===== src/rtl/tdm_demux1x8.sv =====
// Receive side of an 8:1 TDM link: aligns on frame_sync, collects samples in a
// shadow buffer and publishes all eight channels together on frame completion.
module tdm_demux1x8 #(
  parameter int unsigned WIDTH        = 1,
  parameter bit          REQUIRE_SYNC = 1'b1
) (
  input  logic             clk,
  input  logic             rst_n,
  input  logic [WIDTH-1:0] din,
  input  logic             din_valid,
  input  logic             frame_sync,
  output logic [WIDTH-1:0] a,
  output logic [WIDTH-1:0] b,
  output logic [WIDTH-1:0] c,
  output logic [WIDTH-1:0] d,
  output logic [WIDTH-1:0] e,
  output logic [WIDTH-1:0] f,
  output logic [WIDTH-1:0] g,
  output logic [WIDTH-1:0] h,
  output logic             out_valid,
  output logic [2:0]       ch_sel,
  output logic             locked,
  output logic             sync_err
);

  typedef enum logic {StHunt, StLocked} state_e;

  state_e           state_q, state_d;
  logic [2:0]       cnt_q, cnt_d;
  // Channel h never needs a shadow slot: it is taken straight from din.
  logic [WIDTH-1:0] shadow_q [7];
  logic [WIDTH-1:0] shadow_d [7];
  logic [WIDTH-1:0] out_q [8];
  logic [WIDTH-1:0] out_d [8];
  logic             out_valid_q, out_valid_d;
  logic             sync_err_q, sync_err_d;

  always_comb begin
    state_d     = state_q;
    cnt_d       = cnt_q;
    shadow_d    = shadow_q;
    out_d       = out_q;
    out_valid_d = 1'b0;
    sync_err_d  = 1'b0;
    if (din_valid) begin
      unique case (state_q)
        StHunt: begin
          if (frame_sync) begin
            shadow_d[0] = din;
            cnt_d       = 3'd1;
            state_d     = StLocked;
          end
        end
        StLocked: begin
          if (frame_sync && (cnt_q != 3'd0)) begin
            // Misplaced sync restarts the frame at channel a.
            sync_err_d  = 1'b1;
            shadow_d[0] = din;
            cnt_d       = 3'd1;
          end else if (!frame_sync && (cnt_q == 3'd0) && REQUIRE_SYNC) begin
            sync_err_d = 1'b1;
            cnt_d      = 3'd0;
            state_d    = StHunt;
          end else if (cnt_q == 3'd7) begin
            for (int i = 0; i < 7; i++) begin
              out_d[i] = shadow_q[i];
            end
            out_d[7]    = din;
            out_valid_d = 1'b1;
            cnt_d       = 3'd0;
          end else begin
            shadow_d[cnt_q] = din;
            cnt_d           = cnt_q + 3'd1;
          end
        end
        default: ;
      endcase
    end
  end

  always_ff @(posedge clk or negedge rst_n) begin
    if (!rst_n) begin
      state_q     <= StHunt;
      cnt_q       <= 3'd0;
      shadow_q    <= '{default: '0};
      out_q       <= '{default: '0};
      out_valid_q <= 1'b0;
      sync_err_q  <= 1'b0;
    end else begin
      state_q     <= state_d;
      cnt_q       <= cnt_d;
      shadow_q    <= shadow_d;
      out_q       <= out_d;
      out_valid_q <= out_valid_d;
      sync_err_q  <= sync_err_d;
    end
  end

  assign a         = out_q[0];
  assign b         = out_q[1];
  assign c         = out_q[2];
  assign d         = out_q[3];
  assign e         = out_q[4];
  assign f         = out_q[5];
  assign g         = out_q[6];
  assign h         = out_q[7];
  assign out_valid = out_valid_q;
  assign sync_err  = sync_err_q;
  assign ch_sel    = cnt_q;
  assign locked    = (state_q == StLocked);

endmodule


===== config.mk =====
export PLATFORM = sky130hd
export DESIGN_NAME = tdm_demux1x8
export DESIGN_NICKNAME = d
export VERILOG_FILES = /design/src/rtl/tdm_demux1x8.sv
export SDC_FILE = /design/constraint.sdc
export NUM_CORES = 1
export LEC_CHECK = 0
export ABC_CLOCK_PERIOD_IN_PS = 3600
export CORE_ASPECT_RATIO = 0.9
export CORE_MARGIN = 2
export CORE_UTILIZATION = 57
export CTS_BUF_LIST = sky130_fd_sc_hd__clkbuf_8
export DETAILED_ROUTE_END_ITERATION = 10
export GPL_TIMING_DRIVEN = 0
export PLACE_DENSITY = 0.92
export SLEW_MARGIN = 20
export SYNTH_ARGS = -nofsm -noshare
export SYNTH_HDL_FRONTEND = slang
export SYNTH_SLANG_ARGS = --single-unit

===== constraint.sdc =====
create_clock -name clk -period 3.6 [get_ports clk]
set_clock_uncertainty 0.1 [all_clocks]
set_input_delay 0.36 -clock clk [delete_from_list [all_inputs] [get_ports clk]]
set_output_delay 0.36 -clock clk [all_outputs]
set_load 0.02 [all_outputs]

-- Word-level counts from Yosys, hierarchy flattened
Index checks and enable logic that the tools add are counted.
- memories kept: 0
- register bits: 21
- RAM bits: 0
- bits of input ports: 5
- memory bits (read-only): 0
- output and inout port bits: 14
- word-level logic and storage cells: 67
- latch bits: 0
- shifts and indexed selects: 0
- $lt $le $gt $ge: 2
- bitwise operators: 5
- eq/ne operators: 4
- $mul: 0
- add/sub/neg operators: 1
- divide/modulo/power cells: 0
- reduce and logical (&&, ||, !) cells: 10
- muxes and demuxes: 26
- operators by type and width (kind ; number):
    two-way mux 1 bit ; 15
    two-way mux 7 bit ; 2
    two-way mux 3 bit ; 4
    AND reduction 5 bit ; 2
    bitwise mux 7 bit ; 1
    != test 3 bit (second input constant) ; 2
    case mux 3 bit (2 select lines) ; 1
    >= comparator 4 bit (second input constant) ; 1
    < comparator 4 x 1 -> 1 bit (second input constant) ; 1
    inverter 1 bit ; 4
    inverter 3 -> 4 bit ; 1
    case mux 1 bit (2 select lines) ; 2
    AND reduction 4 bit ; 1
    adder 3 x 1 -> 3 bit (second input constant) ; 1
    demux 1 bit (select 3 bit) ; 1
    == test 3 bit (second input constant) ; 1
    logical AND 1 bit ; 3
    zero test 3 bit ; 1
    nonzero test 3 bit ; 1
    != test 2 bit (second input constant) ; 1
    AND reduction 2 bit ; 1
    zero test 1 bit ; 1

-- Depth between registers and ports, before layout
- depth in word-level cells: 10
- depth in mapped cells: 9
- depth with buffers taken out: 8

-- Worst setup path before layout
OpenSTA, ideal clock, no wires.
- path type: reg-to-reg
- start: register cnt_q[1] (netlist: ch_sel[1])
- end: register shadow_q[3] in the netlist's numbering
- clock period less this slack: 2215 ps
- buffers on the path: 1
- arrival: 1987 ps
- data required time: 3373 ps
- library setup time: 127 ps
- stages on the path, launching flop included: 10
- path slack: 1385 ps
- path through: dfrtp_1 -> inv_1 -> ha_1 -> nor2b_1 -> inv_1 -> ha_1 -> and4bb_1 -> buf_6 -> nand4_1 -> mux2_1
- longest elaborated chain between the ends: 6
- elaborated cells on any way between the ends: 16
- those cells by class: order compare (2); eq/ne (1); mux (3); bitwise (4); reduce/logical (6)
- ends and longest elaborated chain (element ; RTL line ; RTL):
    start, declared ; 29 ; logic [2:0] cnt_q, cnt_d;
    start signal, assigned ; 91 ; cnt_q <= cnt_d;
    inverter 3 -> 4 bit (implied by the code) ; 72 ; shadow_d[cnt_q] = din;
    >= comparator 4 bit (implied by the code) or < comparator 4 x 1 -> 1 bit (tied branches) ; 72 ;
    logical AND 1 bit (implied by the code) ; 72 ;
    two-way mux 1 bit (implied by the code) ; 72 ;
    demux 1 bit (select 3 bit) ; 72 ;
    bitwise mux 7 bit ; 72 ;
    end signal, assigned ; 92 ; shadow_q <= shadow_d;
    end, declared ; 31 ; logic [WIDTH-1:0] shadow_q [7];
Parallel ways exist; a longest one is shown, timed or not.
A chain may end at the register's enable or synchronous reset.

-- Worst setup path after layout
- start: register cnt_q[1] (netlist: ch_sel[1])
- end: register shadow_q[1] in the netlist's numbering
Same word-level chain as after synthesis.

==> out/qor.yml <==
synth_cell_types: 25
cts.sink_count: 21
clkLatencyLatePin_ns: 0.26
power_density_nw_per_um2: 727.9
first_pass_iters: 2
syn_to_final_growth_pct: 25.53
timing.rr.start: "ch_sel[1]"
min_path_type: "reg -> reg"
finalCritPeriodShare_pct: 65.76
worst_slack_ns: 1.233
clk_path_buf_depth: 2
synth.yosys.seq_area_share_pct: 52.30
dp_worst_setup_slack_ns: 1.256
dieArea_um2: 2115
criticalPathCategory: "reg -> reg"
synth_nets: 94
worst_setup_path_start_kind: "register"
rsz0062_at_grt: "no"
cpLargestDelayFamily: "simple AND/OR/NAND/NOR gates"
drv_cap: 0
final_common_cell: "dfrtp_1"
io_pins: 19
rows: 14
core_area_um2: 1664
yosys.area.top_type: "dfrtp_1"
grtUsageTotal_pct: 20.28
maxSlewViolCount: 0
slowest_delay_ns: 0.47
io_buffers: 18
dieWidth_um: 48.26
critPathArrivalTime_ns: 2.41
grt_max_degree: 22
drc: 0
critPathSlowestCell: "dfrtp_1"
tightest_slew_ns: 0.9047
worstSetupPathDepth: 9
n_antenna_cell: 0
tritoncts: "done"
cts_buffers: 3
leakage_nw: 0.5940
post-cts-setup-buffers: 0
cts_resized: 0
grt_antenna_before_repair: 0
place_congestion: 0.7887
root_buffer: "clkbuf_8"
peakVddDrop_v: 0.0005541
min_period_ns: 2.368
dpl.hpwl_mm: 1.245
syn_avg_cell_area_um2: 12.10
critical_path.endpoint_type: "register"
clk_pin_slew_ns: 0.07
avgRoutedWirePerCell_um: 13.71
die_h_um: 43.83
r2r_cells: 9
via_per_inst: 5.527
fin_nets: 117
crit_fanout: 9
grt_pass1_vias: 731
status: "finished clean"
r2r_end: "shadow_q[1]"
cts-htree-levels: 1
critPathRequiredTime_ns: 3.64
grt_pass1_wl_mm: 3.029
cts_hold_buf: 0
layout_common_cells: "21 x dfrtp_1, 18 x clkdlybuf4s50_1, 7 x inv_1"
max_freq_mhz: 422.4
hold_start: "a"
setup_tns_ns: 0
r2r_slack_ns: 1.23
hold_depth: 2
relSlewSlack_pct: 39.50
grt_overflow: 0
cp_cell_sequence: "inv_1 > ha_1 > nor2b_1 > inv_1 > ha_1 > and4bb_1 > buf_6 > nand4_1 > mux2_1"
path_buf_inv: 3
synth_area_leaders: "dfrtp_1 52%, ha_1 7.5%, mux2_1 6.7%, mux2_2 6.7%, nand4_1 3.7%"
vias: 713
synthCells: 83
finalHoldViolCount: 0
syn-cell-area_um2: 1005
postRouteAntennaNets: 0
dr.first_iter.drc_count: 1
ys_ff_latch: 21
drive_gt1_share_pct: 13.33
setup_viol: 0
yosysWarnings: 0
start_util_pct: 60.38
holdPathEnd: "a"
finalWirelength_mm: 1.769
synth.top_cell.area_share_pct: 52.30
nFillCells: 122
-- where the power goes --
group | internal [mW] | leakage [nW] | total (mW) | switching [mW]
clock network | 0.0770 | 0.0255 | 0.151 | 0.0738
logic | 0.192 | 0.291 | 0.399 | 0.207
registers | 0.308 | 0.278 | 0.368 | 0.0600
-- worst register-to-register path: cells and delay by family (launching register included) --
kind / cells / cell delay [ns]
adder cells (fa/ha/maj): 2 / 0.34
buffers and inverters: 3 / 0.36
AND/OR/NAND/NOR: 3 / 0.64
multiplexers: 1 / 0.34
flip-flops: 1 / 0.47
-- final cells by class --
class / count / area, um^2 / share of cell area, %
clock inverter: 1 / 5.005 / 0.3968
tap: 24 / 30.03 / 2.381
buffer: 2 / 18.77 / 1.488
clock buffer: 3 / 41.29 / 3.274
sequential: 21 / 525.5 / 41.67
multi-input combinational: 53 / 434.2 / 34.42
inverter: 7 / 26.28 / 2.083
timing repair buffer: 18 / 180.2 / 14.29
-- logic make-up after synthesis --
| kind of cell | count (synthesis) | synth area share (%) |
|---|---|---|
| adder cells (fa/ha/maj) | 6 | 7.472 |
| flip-flops | 21 | 52.30 |
| AND/OR/NAND/NOR | 22 | 13.45 |
| buffers and inverters | 9 | 4.484 |
| multiplexers | 12 | 13.45 |
| AO/OA/AOI/OAI | 13 | 8.843 |
-- metal layers --
metal / vias to the layer above / GRT usage, % / routed length (um)
met3: 5 / 1.250 / 38
li1: 342 / - / -
met4: 0 / 12.43 / 50
met5: - / 0 / 0
met1: 354 / 27.45 / 789
met2: 12 / 31.05 / 890
-- flip-flops by register name, summed over array words and instances, names as in the netlist --
register and cells:
f 1, g 1, out_valid 1, c 1, sync_err 1, locked 1
shadow_q 7, b 1, d 1, e 1, a 1, ch_sel 3
h 1
-- per-stage QoR --
stage / power (mW) / cell area, um^2 / hold WS [ns] / utilization [%] / instances
2_1_floorplan: 0.6218 / 1005 / -0.03559 / - / 83
3_5_place_dp: 0.7661 / 1215 / 0.3756 / 73.01 / 125
3_3_place_gp: 0.7465 / 1215 / 0.3636 / 73.01 / 125
6_report: 0.9180 / 1261 / 0.3893 / 75.79 / 129
5_1_grt: 0.9816 / 1261 / 0.4076 / 75.79 / 129
4_1_cts: 0.9245 / 1261 / 0.3926 / 75.79 / 129
-- cell usage after synthesis --
master,instances
dfrtp_1,21
inv_1,7
ha_1,6
mux2_1,6
mux2_2,6
nand4_1,6
nand2_1,4
o21ai_0,4
nor2_1,3
nor2b_1,3
a21oi_1,2
a22o_1,2
a211oi_1,1
a221oi_1,1
a31oi_1,1
a32o_1,1
and2_1,1
and3b_1,1
and4bb_1,1
buf_4,1
buf_6,1
nand4_2,1
o2bb2ai_1,1
or2_2,1
or3_1,1
-- how the worst max path moves through the flow --
| stage | end | slack (ns) | from |
|---|---|---|---|
| 2_1_floorplan | shadow_q[3] | 1.39 | ch_sel[1] |
| 3_3_place_gp | shadow_q[3] | 1.32 | ch_sel[1] |
| 3_5_place_dp | shadow_q[1] | 1.26 | ch_sel[1] |
| 4_1_cts | shadow_q[1] | 1.22 | ch_sel[1] |
| 5_1_grt | shadow_q[1] | 1.06 | ch_sel[1] |
| 6_report | shadow_q[1] | 1.23 | ch_sel[1] |
No activity file was read; power rests on OpenSTA's default activity.
